<file path="config.mk">
export PLATFORM = sky130hd
export DESIGN_NAME = cv32e40s_clic_irq_arbiter
export DESIGN_NICKNAME = d
export VERILOG_FILES = /design/src/rtl/cv32e40s_pkg.sv /design/src/rtl/cv32e40s_clic_max_tree.sv /design/src/rtl/cv32e40s_clic_irq_arbiter.sv
export SDC_FILE = /design/constraint.sdc
export NUM_CORES = 1
export LEC_CHECK = 0
export CORE_MARGIN = 1
export CORE_UTILIZATION = 58
export CTS_BUF_LIST = sky130_fd_sc_hd__clkbuf_4 sky130_fd_sc_hd__clkbuf_8
export DETAILED_ROUTE_END_ITERATION = 16
export PLACE_DENSITY = 0.86
export SLEW_MARGIN = 20
export SYNTH_ARGS = -nofsm -noshare
export SYNTH_HDL_FRONTEND = slang
export SYNTH_SLANG_ARGS = --single-unit
export TNS_END_PERCENT = 100
</file>
<file path="constraint.sdc">
create_clock -name clk -period 8.8 [get_ports clk]
set_clock_uncertainty 0.2 [all_clocks]
set_input_delay 1.76 -clock clk [delete_from_list [all_inputs] [get_ports clk]]
set_output_delay 1.76 -clock clk [all_outputs]
set_load 0.03 [all_outputs]
</file>
<file path="src/rtl/cv32e40s_pkg.sv">
// Shared types for the CLIC interrupt arbiter: per-source configuration
// record and trigger-type encodings.
package cv32e40s_pkg;

  typedef struct packed {
    logic       ie;
    logic [7:0] level;
    logic       shv;
    logic       trig;
  } clic_arb_cfg_t;

  localparam logic CLIC_TRIG_LEVEL = 1'b0;
  localparam logic CLIC_TRIG_EDGE  = 1'b1;

endpackage

</file>
<file path="src/rtl/cv32e40s_clic_max_tree.sv">
// Combinational max-reduction over interrupt sources: highest level wins,
// ties resolved towards the highest ID.
module cv32e40s_clic_max_tree #(
  parameter int NUM_IRQ       = 32,
  parameter int CLIC_ID_WIDTH = 5
) (
  input  logic [NUM_IRQ-1:0]           req,
  input  logic [NUM_IRQ-1:0][7:0]      level,
  input  logic [NUM_IRQ-1:0]           shv,
  output logic                         win_valid,
  output logic [CLIC_ID_WIDTH-1:0]     win_id,
  output logic [7:0]                   win_level,
  output logic                         win_shv
);

  localparam int LEAVES = 1 << CLIC_ID_WIDTH;

  typedef struct packed {
    logic                     valid;
    logic [7:0]               level;
    logic [CLIC_ID_WIDTH-1:0] id;
    logic                     shv;
  } node_t;

  logic [LEAVES-1:0]      req_pad;
  logic [LEAVES-1:0]      shv_pad;
  logic [LEAVES-1:0][7:0] level_pad;
  node_t                  nodes [2*LEAVES-1];

  assign req_pad   = LEAVES'(req);
  assign shv_pad   = LEAVES'(shv);
  assign level_pad = (LEAVES*8)'(level);

  // The hi operand always covers higher IDs, so >= gives the tie to it.
  function automatic node_t pick(node_t lo, node_t hi);
    if (hi.valid && (!lo.valid || hi.level >= lo.level)) return hi;
    return lo;
  endfunction

  always_comb begin
    for (int i = 0; i < LEAVES; i++) begin
      nodes[LEAVES-1+i] = '{valid: req_pad[i], level: level_pad[i],
                            id: CLIC_ID_WIDTH'(i), shv: shv_pad[i]};
    end
    for (int k = LEAVES - 2; k >= 0; k--) begin
      nodes[k] = pick(nodes[2*k+1], nodes[2*k+2]);
    end
  end

  assign win_valid = nodes[0].valid;
  assign win_id    = nodes[0].id;
  assign win_level = nodes[0].level;
  assign win_shv   = nodes[0].shv;

endmodule

</file>
<file path="src/rtl/cv32e40s_clic_irq_arbiter.sv">
// CLIC interrupt arbiter: per-source config and pending state, registered
// highest-level request. Edge triggering is enabled by CV32E40S_CLIC_ARB_EDGE_EN.
module cv32e40s_clic_irq_arbiter
  import cv32e40s_pkg::*;
#(
  parameter int NUM_IRQ       = 32,
  parameter int CLIC_ID_WIDTH = 5
) (
  input  logic                     clk,
  input  logic                     rst_n,
  input  logic [NUM_IRQ-1:0]       irq_src_i,
  input  logic                     cfg_we_i,
  input  logic [CLIC_ID_WIDTH-1:0] cfg_id_i,
  input  logic                     cfg_ie_i,
  input  logic [7:0]               cfg_level_i,
  input  logic                     cfg_shv_i,
  input  logic                     cfg_trig_i,
  input  logic                     irq_ack_i,
  input  logic [CLIC_ID_WIDTH-1:0] irq_ack_id_i,
  output logic                     clic_irq_o,
  output logic [CLIC_ID_WIDTH-1:0] clic_irq_id_o,
  output logic [7:0]               clic_irq_level_o,
  output logic [1:0]               clic_irq_priv_o,
  output logic                     clic_irq_shv_o
);

  clic_arb_cfg_t          cfg_wdata;
  logic [NUM_IRQ-1:0]     wr_sel;
  logic [NUM_IRQ-1:0]     ie_q;
  logic [NUM_IRQ-1:0]     shv_q;
  logic [NUM_IRQ-1:0][7:0] level_q;
  logic [NUM_IRQ-1:0]     pending_q;
  logic [NUM_IRQ-1:0]     pending_d;
  logic [NUM_IRQ-1:0]     eligible;

  logic                     win_valid;
  logic [CLIC_ID_WIDTH-1:0] win_id;
  logic [7:0]               win_level;
  logic                     win_shv;

  assign cfg_wdata = '{ie: cfg_ie_i, level: cfg_level_i, shv: cfg_shv_i, trig: cfg_trig_i};

  // IDs at or above NUM_IRQ match no source, so such writes fall away here.
  always_comb begin
    for (int i = 0; i < NUM_IRQ; i++) begin
      wr_sel[i] = cfg_we_i && (cfg_id_i == CLIC_ID_WIDTH'(i));
    end
  end

  always_ff @(posedge clk or negedge rst_n) begin
    if (!rst_n) begin
      ie_q    <= '0;
      shv_q   <= '0;
      level_q <= '0;
    end else begin
      for (int i = 0; i < NUM_IRQ; i++) begin
        if (wr_sel[i]) begin
          ie_q[i]    <= cfg_wdata.ie;
          level_q[i] <= cfg_wdata.level;
          shv_q[i]   <= cfg_wdata.shv;
        end
      end
    end
  end

`ifdef CV32E40S_CLIC_ARB_EDGE_EN
  logic [NUM_IRQ-1:0] src_q;
  logic [NUM_IRQ-1:0] trig_q;
  logic [NUM_IRQ-1:0] rise;
  logic [NUM_IRQ-1:0] clr;

  // A config write clears pending; a rising edge outranks a same-cycle ack.
  always_comb begin
    for (int i = 0; i < NUM_IRQ; i++) begin
      rise[i] = irq_src_i[i] & ~src_q[i];
      clr[i]  = irq_ack_i && (irq_ack_id_i == CLIC_ID_WIDTH'(i));
      if (wr_sel[i])
        pending_d[i] = 1'b0;
      else if (trig_q[i] == CLIC_TRIG_EDGE)
        pending_d[i] = rise[i] | (pending_q[i] & ~clr[i]);
      else
        pending_d[i] = irq_src_i[i];
    end
  end

  always_ff @(posedge clk or negedge rst_n) begin
    if (!rst_n) begin
      src_q  <= '0;
      trig_q <= '0;
    end else begin
      src_q <= irq_src_i;
      for (int i = 0; i < NUM_IRQ; i++) begin
        if (wr_sel[i]) trig_q[i] <= cfg_wdata.trig;
      end
    end
  end
`else
  logic unused_edge;

  // Level-only build: pending_q doubles as the registered source copy.
  always_comb begin
    for (int i = 0; i < NUM_IRQ; i++) begin
      pending_d[i] = wr_sel[i] ? 1'b0 : irq_src_i[i];
    end
  end

  assign unused_edge = ^{irq_ack_i, irq_ack_id_i, cfg_wdata.trig};
`endif

  always_ff @(posedge clk or negedge rst_n) begin
    if (!rst_n) pending_q <= '0;
    else        pending_q <= pending_d;
  end

  always_comb begin
    for (int i = 0; i < NUM_IRQ; i++) begin
      eligible[i] = pending_q[i] & ie_q[i] & (level_q[i] != 8'd0);
    end
  end

  cv32e40s_clic_max_tree #(
    .NUM_IRQ       (NUM_IRQ),
    .CLIC_ID_WIDTH (CLIC_ID_WIDTH)
  ) u_max_tree (
    .req       (eligible),
    .level     (level_q),
    .shv       (shv_q),
    .win_valid (win_valid),
    .win_id    (win_id),
    .win_level (win_level),
    .win_shv   (win_shv)
  );

  // Output stage: id/level/shv keep the last winner while nothing is eligible.
  always_ff @(posedge clk or negedge rst_n) begin
    if (!rst_n) begin
      clic_irq_o       <= 1'b0;
      clic_irq_id_o    <= '0;
      clic_irq_level_o <= '0;
      clic_irq_shv_o   <= 1'b0;
    end else begin
      clic_irq_o <= win_valid;
      if (win_valid) begin
        clic_irq_id_o    <= win_id;
        clic_irq_level_o <= win_level;
        clic_irq_shv_o   <= win_shv;
      end
    end
  end

  assign clic_irq_priv_o = 2'b11;

endmodule
</file>
== After elaboration in Yosys (flattened, before gate mapping) ==
Cells that the tools add are included.

* $lt $le $gt $ge: 31
* Equality and inequality tests: 31
* Multiplexer cells: 125
* Bitwise logic cells: 64
* Reduce and logical (&&, ||, !) cells: 158

{| class="wikitable"
|+ Operators by type and width
! operator !! number
|-
| 15-bit 2-to-1 mux || 62
|-
| 8-bit nonzero test || 32
|-
| 8-bit >= comparator || 31
|-
| 5-bit equality test (second input constant) || 16
|-
| 1-bit AND || 64
|-
| 1-bit logical AND || 63
|-
| 1-bit 2-to-1 mux || 63
|-
| 5-bit by 4-bit equality test with 1-bit output (second input constant) || 8
|-
| 1-bit logical NOT || 31
|-
| 1-bit logical OR || 31
|-
| 5-bit by 3-bit equality test with 1-bit output (second input constant) || 4
|-
| 5-bit by 2-bit equality test with 1-bit output (second input constant) || 2
|-
| 5-bit by 1-bit equality test with 1-bit output (second input constant) || 1
|-
| 5-bit logical NOT || 1
|}

* Bits in registers: 367
* Input port bits: 57
* Output and inout port bits: 17
* Word-level logic and storage cells: 510

== Longest topological paths before layout ==
Gate-level depths: netlist of run 1.

* Depth after elaboration: 27
* Gate-level depth with buffers: 48
* Mapped depth without buffers: 44

== Hierarchy ==
Synthesis of run 1 repeated with hierarchy kept, for this count alone.

* Cell total of the unflattened synthesis: 2334
* Area, all modules: 24676.2 um2

{| class="wikitable"
|+ By module, submodules not included
! module !! instances !! cells each !! area an instance (um2) !! seq. area each (um2)
|-
| cv32e40s_clic_irq_arbiter || 1 || 975 || 14590.2 || 9183.8
|-
| cv32e40s_clic_max_tree || 1 || 1359 || 10085.9 || 0.0
|}

== Least setup slack after synthesis of run 1 ==
Ideal clock, no wire load.

* Kind: reg-to-reg
* Start: register level_q[241] (netlist name)
* End: register clic_irq_shv_o
* Library setup time: 0.087 ns
* Arrival time: 8.741 ns
* Required time: 8.513 ns
* Setup slack: -0.227 ns
* Cell stages (with the launch flop): 49
* Buffers on the path: 5
* Period minus slack after synthesis: 9.027 ns
* Cell sequence: dfrtp_1 > inv_1 > ha_1 > o21ai_0 > a21oi_1 > o31a_1 > o21ai_0 > buf_1 > mux2i_1 > inv_1 > ha_1 > o21ai_0 > a21oi_1 > o31a_1 > a2111oi_0 > nor2_1 > buf_2 > mux2_2 > (+13 left out) > o21ai_0 > a31o_2 > a21oi_1 > or2_0 > clkbuf_1 > buf_2 > nor2_1 > a21oi_1 > ha_1 > a21oi_1 > nor2b_1 > o21ai_0 > a21o_1 > a21oi_1 > o32ai_1 > nand2b_1 > buf_2 > o211ai_1

* Cells in the longest elaborated chain, start to end: 27
* Elaborated cells on any way between the ends: 32
* Classes of those cells: order compare: 5; mux: 14; bitwise: 1; reduce/logical: 12

{| class="wikitable"
|+ Ends and longest elaborated chain
! item !! line !! source
|-
| start, declared || cv32e40s_clic_irq_arbiter.sv:31 || <nowiki>logic [NUM_IRQ-1:0][7:0] level_q;</nowiki>
|-
| start signal, assigned by index || cv32e40s_clic_irq_arbiter.sv:59 || <nowiki>level_q[i] <= cfg_wdata.level;</nowiki>
|-
| branches (longest 6 deep; another with 8-bit >= comparator) || - ||
|-
| 15-bit 2-to-1 mux (*) || cv32e40s_clic_max_tree.sv:37 || <nowiki>return lo;</nowiki>
|-
| 8-bit >= comparator || cv32e40s_clic_max_tree.sv:36 || <nowiki>if (hi.valid && (!lo.valid || hi.level >= lo.level)) return hi;</nowiki>
|-
| 1-bit logical OR || cv32e40s_clic_max_tree.sv:36 ||
|-
| 1-bit logical AND || cv32e40s_clic_max_tree.sv:36 ||
|-
| 1-bit 2-to-1 mux || cv32e40s_clic_max_tree.sv:36 ||
|-
| 15-bit 2-to-1 mux (*) || cv32e40s_clic_max_tree.sv:37 ||
|-
| 8-bit >= comparator || cv32e40s_clic_max_tree.sv:36 ||
|-
| (+6 left out) || - ||
|-
| 1-bit logical AND || cv32e40s_clic_max_tree.sv:36 ||
|-
| 1-bit 2-to-1 mux || cv32e40s_clic_max_tree.sv:36 ||
|-
| 15-bit 2-to-1 mux (*) || cv32e40s_clic_max_tree.sv:37 ||
|-
| 8-bit >= comparator || cv32e40s_clic_max_tree.sv:36 ||
|-
| 1-bit logical OR || cv32e40s_clic_max_tree.sv:36 ||
|-
| 1-bit logical AND || cv32e40s_clic_max_tree.sv:36 ||
|-
| 1-bit 2-to-1 mux || cv32e40s_clic_max_tree.sv:36 ||
|-
| 15-bit 2-to-1 mux (*) || cv32e40s_clic_max_tree.sv:37 ||
|-
| end signal, assigned || cv32e40s_clic_irq_arbiter.sv:146 || <nowiki>clic_irq_shv_o <= win_shv;</nowiki>
|-
| end, declared || cv32e40s_clic_irq_arbiter.sv:24 || <nowiki>output logic clic_irq_shv_o</nowiki>
|}

Mark *: on every way between the ends. The select of a mux whose other input is x is not followed.
A chain may end at the register's enable or synchronous reset.

== Worst setup path after layout of run 1 ==
* Start: register level_q[48] (netlist name)
* End: register clic_irq_id_o[3]

* Cells in the longest elaborated chain, start to end: 27
* Elaborated cells on any way between the ends: 32
* Classes of those cells: order compare: 5; mux: 12; bitwise: 1; reduce/logical: 14

{| class="wikitable"
|+ Ends and longest elaborated chain
! item !! line !! source
|-
| branches (longest 6 deep; another with 8-bit >= comparator) || - ||
|-
| 15-bit 2-to-1 mux (*) || cv32e40s_clic_max_tree.sv:37 ||
|-
| 8-bit >= comparator || cv32e40s_clic_max_tree.sv:36 ||
|-
| 1-bit logical OR || cv32e40s_clic_max_tree.sv:36 ||
|-
| 1-bit logical AND || cv32e40s_clic_max_tree.sv:36 ||
|-
| 1-bit 2-to-1 mux || cv32e40s_clic_max_tree.sv:36 ||
|-
| 15-bit 2-to-1 mux (*) || cv32e40s_clic_max_tree.sv:37 ||
|-
| 8-bit >= comparator || cv32e40s_clic_max_tree.sv:36 ||
|-
| (+6 left out) || - ||
|-
| 1-bit logical AND || cv32e40s_clic_max_tree.sv:36 ||
|-
| 1-bit 2-to-1 mux || cv32e40s_clic_max_tree.sv:36 ||
|-
| 15-bit 2-to-1 mux (*) || cv32e40s_clic_max_tree.sv:37 ||
|-
| 8-bit >= comparator / 1-bit logical NOT (equally long branches) || cv32e40s_clic_max_tree.sv:36 ||
|-
| 1-bit logical OR || cv32e40s_clic_max_tree.sv:36 ||
|-
| 1-bit logical AND || cv32e40s_clic_max_tree.sv:36 ||
|-
| 1-bit 2-to-1 mux || cv32e40s_clic_max_tree.sv:36 ||
|-
| 15-bit 2-to-1 mux (*) || cv32e40s_clic_max_tree.sv:37 ||
|-
| end signal, assigned || cv32e40s_clic_irq_arbiter.sv:144 || <nowiki>clic_irq_id_o <= win_id;</nowiki>
|-
| end, declared || cv32e40s_clic_irq_arbiter.sv:21 || <nowiki>output logic [CLIC_ID_WIDTH-1:0] clic_irq_id_o,</nowiki>
|}

Marks and branches as above.

==> results of run 1 <==
==> final cells by class <==
class / instances / area, sq um / share of cell area, %
timing repair buffer: 479 / 3840 / 12.8
antenna: 2 / 5.00 / 0.0166
sequential: 367 / 9180 / 30.6
clock inverter: 14 / 138 / 0.458
tap: 525 / 657 / 2.19
multi-input combinational: 1611 / 14000 / 46.7
clock buffer: 101 / 1270 / 4.23
inverter: 250 / 938 / 3.12
==> worst min path at each step <==
stage / cells past startpoint / slack (ps) / to
after floorplan: 1 / 270 / shv_q[14]$_DFFE_PN0P_
after global placement: 1 / 280 / shv_q[12]$_DFFE_PN0P_
after detailed placement: 1 / 290 / shv_q[12]$_DFFE_PN0P_
after CTS: 1 / 310 / shv_q[12]$_DFFE_PN0P_
after global routing: 1 / 310 / ie_q[18]$_DFFE_PN0P_
final: 1 / 310 / ie_q[14]$_DFFE_PN0P_
==> per-stage QoR <==
stage | power [mW] | instances
after global placement | 6.07 | 3160
final | 9.07 | 3349
after global routing | 9.55 | 3348
after detailed placement | 6.30 | 3160
after CTS | 8.47 | 3339
after floorplan | 4.73 | 2335
==> per-layer routing <==
layer	track usage, %	vias up	share of wire, %
li1	-	9267	-
met2	58.2	1175	47
met1	41.5	10200	38
met5	0	-	0
met4	22.4	0	6.9
met3	7.84	429	8.7
==> logic make-up after synthesis <==
kind of cell,count (synthesis)
compound gates,417
fa+ha+maj,248
buf+inv,357
flops,367
mux,473
other cells,1
simple gates,471
==> worst max-delay path: cells and delay by family, from the launching register on <==
family	cells	cell delay [ps]
AOI/OAI and AO/OA	19	4010
adders and majority gates	5	1360
muxes	4	1550
buffers and inverters	8	1240
DFF	1	420
and+or+nand+nor	7	910
==> state kept, by name (all words and copies together), names as in the netlist <==
signal and flops:
clic_irq_level_o 8, level_q 256, ie_q 32, pending_q 32, clic_irq_shv_o 1, clic_irq_id_o 5
clic_irq_o 1, shv_q 32
==> power by group through the flow <==
stage / combinational [mW] / clock (mW) / sequential (mW)
2_1_floorplan: 2.40 / 0 / 2.33
3_3_place_gp: 3.76 / 0 / 2.31
3_5_place_dp: 3.96 / 0 / 2.34
4_1_cts: 4.41 / 1.74 / 2.32
5_1_grt: 5.35 / 1.82 / 2.37
6_report: 4.99 / 1.74 / 2.34
==> timing repair <==
action,in CTS,in global routing
cloned,1,0
setup buffers,63,10
hold buffers,0,0
resized for setup,95,56
endpoints found under the setup margin,14,14
pin swaps,36,37
==> cell usage in the layout (no fill, tap or decap), types with 6 or more instances in the layout <==
cell type	Yosys	final
nand2_1	140	139
mux2i_4	0	16
nor2_1	106	103
and2_1	14	14
o2bb2ai_1	7	7
dfrtp_1	367	367
buf_4	3	401
nor3b_1	10	9
clkdlybuf4s50_1	0	63
mux2i_1	182	137
nand4_1	23	23
a21oi_2	0	12
clkbuf_8	0	82
o31ai_1	8	7
mux2i_2	0	29
ha_1	248	238
nand2b_1	16	12
ha_4	0	9
or4_1	18	18
o211ai_1	23	23
clkinv_2	0	6
mux2_2	289	286
a21o_1	28	27
nor2b_1	34	33
clkbuf_4	0	19
nand3_1	28	28
a31oi_1	17	15
a211oi_1	36	31
a21oi_1	82	69
o21ai_1	0	7
o21ai_0	143	133
buf_6	1	7
nor4_1	49	47
inv_1	248	246
o31a_1	10	10
nor3_1	10	6
==> impl_summary.log, run 1 <==
[metrics] synthesized instance count: about 2300
[metrics] clock latency reported for the late side of the worst-skew pair: 640 ps
[metrics] total global-route track usage: 35.3%
[metrics] post-route setup slack: -1040 ps
[metrics] Tightest Pin Transition: approximately 1300 ps
[metrics] library cell occupying the most area in the post-synthesis netlist: dfrtp_1
[metrics] residual overflow from global routing: 0
[metrics] antenna violations before repair: 4
[metrics] Post-Syn Area: 0.0238 sq mm
[metrics] most common library cells after synthesis: dfrtp_1, mux2_2, ha_1, inv_1, mux2i_1
[metrics] largest cells by area after synthesis: dfrtp_1, mux2_2, ha_1
[metrics] tightest slew margin relative to the limit: 15.5%
[metrics] final core utilization: ~75%
[metrics] Die Ht: slightly above 200 um
[metrics] Critical path destination: clic_irq_id_o[3]$_DFFE_PN0P_
[metrics] Psw: approximately 3.6 mW
[metrics] setup repair after global routing missed its margin: yes
[metrics] clock period minus final worst setup slack: around 9800 ps
[metrics] Data arrival, critical path: slightly above 10000 ps
[metrics] HPWL after DPL: 46.5 mm
[metrics] maximum VDD drop: around 0.27 mV
[metrics] final number of hold-violating endpoints: 0
[metrics] failing checks: negative setup slack
[metrics] placeable core region: 0.0401 sq mm
[metrics] Net Sw Frac: roughly 40%
[metrics] PwrDens: roughly 300 mW/mm^2
[metrics] fraction of layout cells with a size suffix above 1: 33.9%
[metrics] YS warnings: 0
[metrics] global-route wire length before repair: about 120 mm
[metrics] routability cong.: about 0.95
[metrics] top-area cell type share of the netlist area: between 30% and 40%
[metrics] share of the synthesized area in compound gates (AO/OA/AOI/OAI): between 10 and 15%
[metrics] launch point of the worst reg-to-reg path: level_q[48]$_DFFE_PN0P_
[metrics] final worst hold slack: between 300 and 400 ps
[metrics] start point of the critical path: level_q[48]$_DFFE_PN0P_
[metrics] number of flops mapped to enable cells by yosys: 0
[metrics] combinational family with the most area after synthesis: multiplexers
[metrics] accumulated negative setup slack: -11900 ps
[metrics] post-route DRC violation count: 0
[metrics] Routed WL: ~76 mm
[metrics] pin count of the biggest net entering global routing: about 160
[metrics] leakage component of the power: 14.8 nW
[metrics] critical path class: register to register
[metrics] Vias per Instance: 6.29
[metrics] number of global-route vias before repair: 22200
[metrics] number of register bits inferred by synthesis: around 370
[metrics] capturing element type of the critical path: register
[metrics] number of clock buffers inserted by TritonCTS: 67
[metrics] number of cells on the worst reg-to-reg path: 43
[metrics] Post-synth top flop: dfrtp_1
[metrics] Synth Area in Adders: between 10% and 20%
[metrics] Crit path required time: 9070 ps
[metrics] Initial Utilization: roughly 59%
[metrics] Post-layout nets: ~3000
[metrics] CP peak stage delay: about 510 ps
[metrics] CTS clock-pin slew for the worst setup and hold paths: approximately 70 ps
[metrics] vias after detailed routing: about 21000
[metrics] Site Rows: 73
[metrics] number of search-and-repair iterations in the first detailed-routing pass: 7
[metrics] clock root buffer master: clkbuf_8
[metrics] quantity of I/O buffers inserted on ports: 64
[metrics] clock buffer depth: 3
[metrics] max-capacitance violation count: 0
[metrics] number of distinct library cell variants in the gate-level netlist after synthesis: 75
[metrics] basic-gate share of the synthesized area counting and, or, nand and nor cells: under 10%
[metrics] clock tree from TritonCTS: yes
[metrics] post-route antenna net violation count: 0
[metrics] top-level I/O count: 74
[metrics] fraction of registers with async set/reset: 100%
[metrics] CP max stage cell: o21ai_0
[metrics] Reg2Reg Capture Point: clic_irq_id_o[3]$_DFFE_PN0P_
[metrics] Final Cell Area: 0.0301 sq mm
[metrics] result of the run: finished, violations left
[metrics] Total Die Area: roughly 0.042 sq mm
[metrics] internal power: 5.43 mW
[metrics] post-placement cell area: around 0.027 sq mm
[metrics] Setup-failing EPs final: 14
[metrics] most frequent cell after synthesis: dfrtp_1
[metrics] launch point of the worst hold path: ie_q[14]$_DFFE_PN0P_
[metrics] count of routing violations after the opening detailed-route iteration: 1934
[metrics] Worst Path Max Fanout: 8
[metrics] Register-to-Register Setup Slack: -1040 ps
[metrics] Clk network pwr share: 19.2%
[metrics] share of the clock period used by the worst path after layout: 112%
[metrics] multiplexer fraction of the synthesized cell area: between 20% and 30%
[metrics] combinational group share of total power: between 50 and 60%
[metrics] Area Growth Syn to Fin: 26.3%
[metrics] post-synthesis xor/xnor area fraction: 0%
[metrics] Layout fillers: 2389
[metrics] fmax: roughly 100 MHz
[metrics] final number of max-transition violations: 0
[metrics] worst slack after detailed placement: -600 ps
[metrics] part of the Yosys area used for sequential elements: slightly below 40%
[metrics] register share of total power: approximately 26%
[metrics] worst min path class: register to register
[metrics] level count of the clock H-tree: 3
[metrics] Critical Path Source Type: register
[metrics] Syn Area/Cell: between 10 and 15 sq um
[metrics] die width: 205 um
[metrics] CTS sink cnt: between 300 and 400
[metrics] cell seen most often among critical-path stages: a21oi_2
[metrics] routed length per instance: between 20 and 25 um
Power figures use the tool's default switching activity.
==> run 2: changes to the inputs <==
--- a/config.mk
+++ b/config.mk
@@ -10,8 +10,8 @@
 export CTS_BUF_LIST = sky130_fd_sc_hd__clkbuf_4 sky130_fd_sc_hd__clkbuf_8
 export DETAILED_ROUTE_END_ITERATION = 16
 export PLACE_DENSITY = 0.86
+export SETUP_SLACK_MARGIN = 0.1
 export SLEW_MARGIN = 20
 export SYNTH_ARGS = -nofsm -noshare
 export SYNTH_HDL_FRONTEND = slang
 export SYNTH_SLANG_ARGS = --single-unit
-export TNS_END_PERCENT = 100
==> impl_summary.log, run 2 (same netlist as run 1, synthesis figures left out) <==
[metrics] number of cells on the worst reg-to-reg path: 42 (was 43)
[metrics] Final Cell Area: 0.0296 sq mm (was 0.0301 sq mm)
[metrics] Site Rows: 73 (unchanged)
[metrics] post-route DRC violation count: 0 (unchanged)
[metrics] Layout fillers: 2510 (was 2389)
[metrics] number of search-and-repair iterations in the first detailed-routing pass: 6 (was 7)
[metrics] most common cell after layout, fill and taps aside: dfrtp_1 (was buf_4)
[metrics] number of global-route vias before repair: 21200 (was 22200)
[metrics] tightest slew margin relative to the limit: 25.0% (was 15.5%)
[metrics] cell family with the largest share of critical-path delay: compound AO/OA/AOI/OAI gates (unchanged)
[metrics] fmax: 109 MHz (was 102 MHz)
[metrics] final number of hold-violating endpoints: 0 (unchanged)
[metrics] clock period minus final worst setup slack: 9190 ps (was 9840 ps)
[metrics] vias after detailed routing: 20500 (was 21100)
[metrics] CTS clock-pin slew for the worst setup and hold paths: 60 ps (was 70 ps)
[metrics] Routed WL: 70.9 mm (was 75.8 mm)
[metrics] PwrDens: 297 mW/mm^2 (was 302 mW/mm^2)
[metrics] Vias per Instance: 6.27 (was 6.29)
[metrics] Crit path required time: 9100 ps (was 9070 ps)
[metrics] Setup-failing EPs final: 14 (unchanged)
[metrics] die width: 205 um (unchanged)
[metrics] WP buf/inv: 6 (was 8)
[metrics] final number of max-transition violations: 0 (unchanged)
[metrics] Die Ht: 205 um (unchanged)
[metrics] setup repair after global routing missed its margin: yes (unchanged)
[metrics] Most flops, register: level_q (unchanged)
[metrics] Worst Path Max Fanout: 9 (was 8)
[metrics] accumulated negative setup slack: -4340 ps (was -11900 ps)
[metrics] placeable core region: 0.0401 sq mm (unchanged)
[metrics] critical path class: register to register (unchanged)
[metrics] capturing element type of the critical path: register (unchanged)
[metrics] Post-layout nets: 3010 (was 3081)
[metrics] post-route antenna net violation count: 0 (unchanged)
[metrics] leakage component of the power: 14.4 nW (was 14.8 nW)
[metrics] routability cong.: 0.965 (was 0.948)
[metrics] Critical Path Source Type: register (unchanged)
[metrics] worst slack after detailed placement: -427 ps (was -600 ps)
[metrics] pin count of the biggest net entering global routing: 119 (was 159)
[metrics] number of buffers added to fix hold violations after cts: 0 (unchanged)
[metrics] clock buffer depth: 3 (unchanged)
[metrics] Data arrival, critical path: 9500 ps (was 10110 ps)
[metrics] global-route wire length before repair: 109 mm (was 116 mm)
[metrics] top-level I/O count: 74 (unchanged)
[metrics] routed length per instance: 21.7 um (was 22.6 um)
[metrics] worst min path class: register to register (unchanged)
[metrics] CP peak stage delay: 420 ps (was 510 ps)
[metrics] result of the run: finished, violations left (unchanged)
[metrics] fraction of layout cells with a size suffix above 1: 32.4% (was 33.9%)
[metrics] overall power of the completed layout: 8.80 mW (was 9.07 mW)
[metrics] count of routing violations after the opening detailed-route iteration: 1913 (was 1934)
[metrics] Tightest Pin Transition: 1120 ps (was 1260 ps)
[metrics] cell seen most often among critical-path stages: a21oi_2 (unchanged)
[metrics] logic depth of the worst path, buffers included: 42 (was 43)
[metrics] CP max stage cell: a2111oi_4 (was o21ai_0)
[metrics] Total Die Area: 0.0419 sq mm (unchanged)
[metrics] residual overflow from global routing: 0 (unchanged)
[metrics] HPWL after DPL: 46.3 mm (was 46.5 mm)
[metrics] clock latency reported for the late side of the worst-skew pair: 630 ps (was 640 ps)
[metrics] share of the clock period used by the worst path after layout: 104% (was 112%)
[metrics] max FFs per register: 256 (unchanged)
[metrics] hold depth: 1 (unchanged)
[metrics] max-capacitance violation count: 0 (unchanged)
[metrics] failing checks: negative setup slack (unchanged)
[metrics] post-route setup slack: -391 ps (was -1040 ps)
[metrics] highest-count cells in the layout ignoring fill and taps: dfrtp_1, buf_4, mux2_2 (was buf_4, dfrtp_1, mux2_2)
[metrics] antenna violations before repair: 0 (was 4)
[metrics] diode insertion count for antenna repair: 0 (was 2)
[metrics] maximum VDD drop: 0.287 mV (was 0.266 mV)
[metrics] Initial Utilization: 59.4% (unchanged)
[metrics] clock root buffer master: clkbuf_8 (unchanged)
[metrics] Area Growth Syn to Fin: 24.3% (was 26.3%)
[metrics] quantity of I/O buffers inserted on ports: 64 (unchanged)
[metrics] post-placement cell area: 0.0270 sq mm (was 0.0273 sq mm)
[metrics] clock tree from TritonCTS: yes (unchanged)
[metrics] level count of the clock H-tree: 3 (unchanged)
[metrics] number of clock buffers inserted by TritonCTS: 66 (was 67)
[metrics] total global-route track usage: 33.2% (was 35.3%)
[metrics] CTS sink cnt: 367 (unchanged)
[run 2: cell type report]
| type | count | area, sq um | share of cell area (%) |
|---|---|---|---|
| well taps | 525 | 657 | 2.22 |
| multi-input cells | 1611 | 14100 | 47.8 |
| clock buffers | 99 | 1270 | 4.29 |
| inverters | 250 | 941 | 3.18 |
| flip-flops and latches | 367 | 9180 | 31.0 |
| clock inverters | 11 | 110 | 0.372 |
| repair buffers | 409 | 3290 | 11.1 |
[run 2: where the power goes]
part,internal (mW),total (mW),switching (mW)
Clock,0.974,1.71,0.732
Combinational,2.31,4.74,2.43
Sequential,2.04,2.35,0.309
Total,5.33,8.80,3.47
[run 2: layer usage]
metal	wire, um	global-route usage (%)	share of wire, %	up-vias
met3	4870	5.79	6.9	299
met4	3850	17.0	5.4	0
li1	-	-	-	9123
met5	0	0	0	-
met2	34500	56.6	49	953
met1	27600	40.2	39	10100
[run 2: timing repair]
| action | 4_1_cts | 5_1_grt |
|---|---|---|
| gates resized for setup | 103 | 73 |
| setup buffers | 24 | 21 |
| setup endpoints to repair | 14 | 14 |
| pin swaps | 36 | 41 |
[run 2: stage by stage]
stage	cells	hold slack (ps)	util [%]
6_report	3272	303	73.8
5_1_grt	3272	321	73.8
4_1_cts	3251	305	72.5
3_5_place_dp	3117	293	67.3
3_3_place_gp	3117	285	67.3
2_1_floorplan	2335	274	-
[run 2: path summary, 6_finish.rpt]
kind                                              start                              end  slack, ps
worst min-delay path               ie_q[15]$_DFFE_PN0P_             ie_q[15]$_DFFE_PN0P_        300
worst min register to register     ie_q[15]$_DFFE_PN0P_             ie_q[15]$_DFFE_PN0P_        300
max in group asynchronous                         rst_n         level_q[248]$_DFFE_PN0P_       5790
min in group asynchronous                         rst_n           pending_q[9]$_DFF_PN0_       1030
worst max-delay path            level_q[49]$_DFFE_PN0P_  clic_irq_level_o[0]$_DFFE_PN0P_       -390
worst max register to register  level_q[49]$_DFFE_PN0P_  clic_irq_level_o[0]$_DFFE_PN0P_       -390
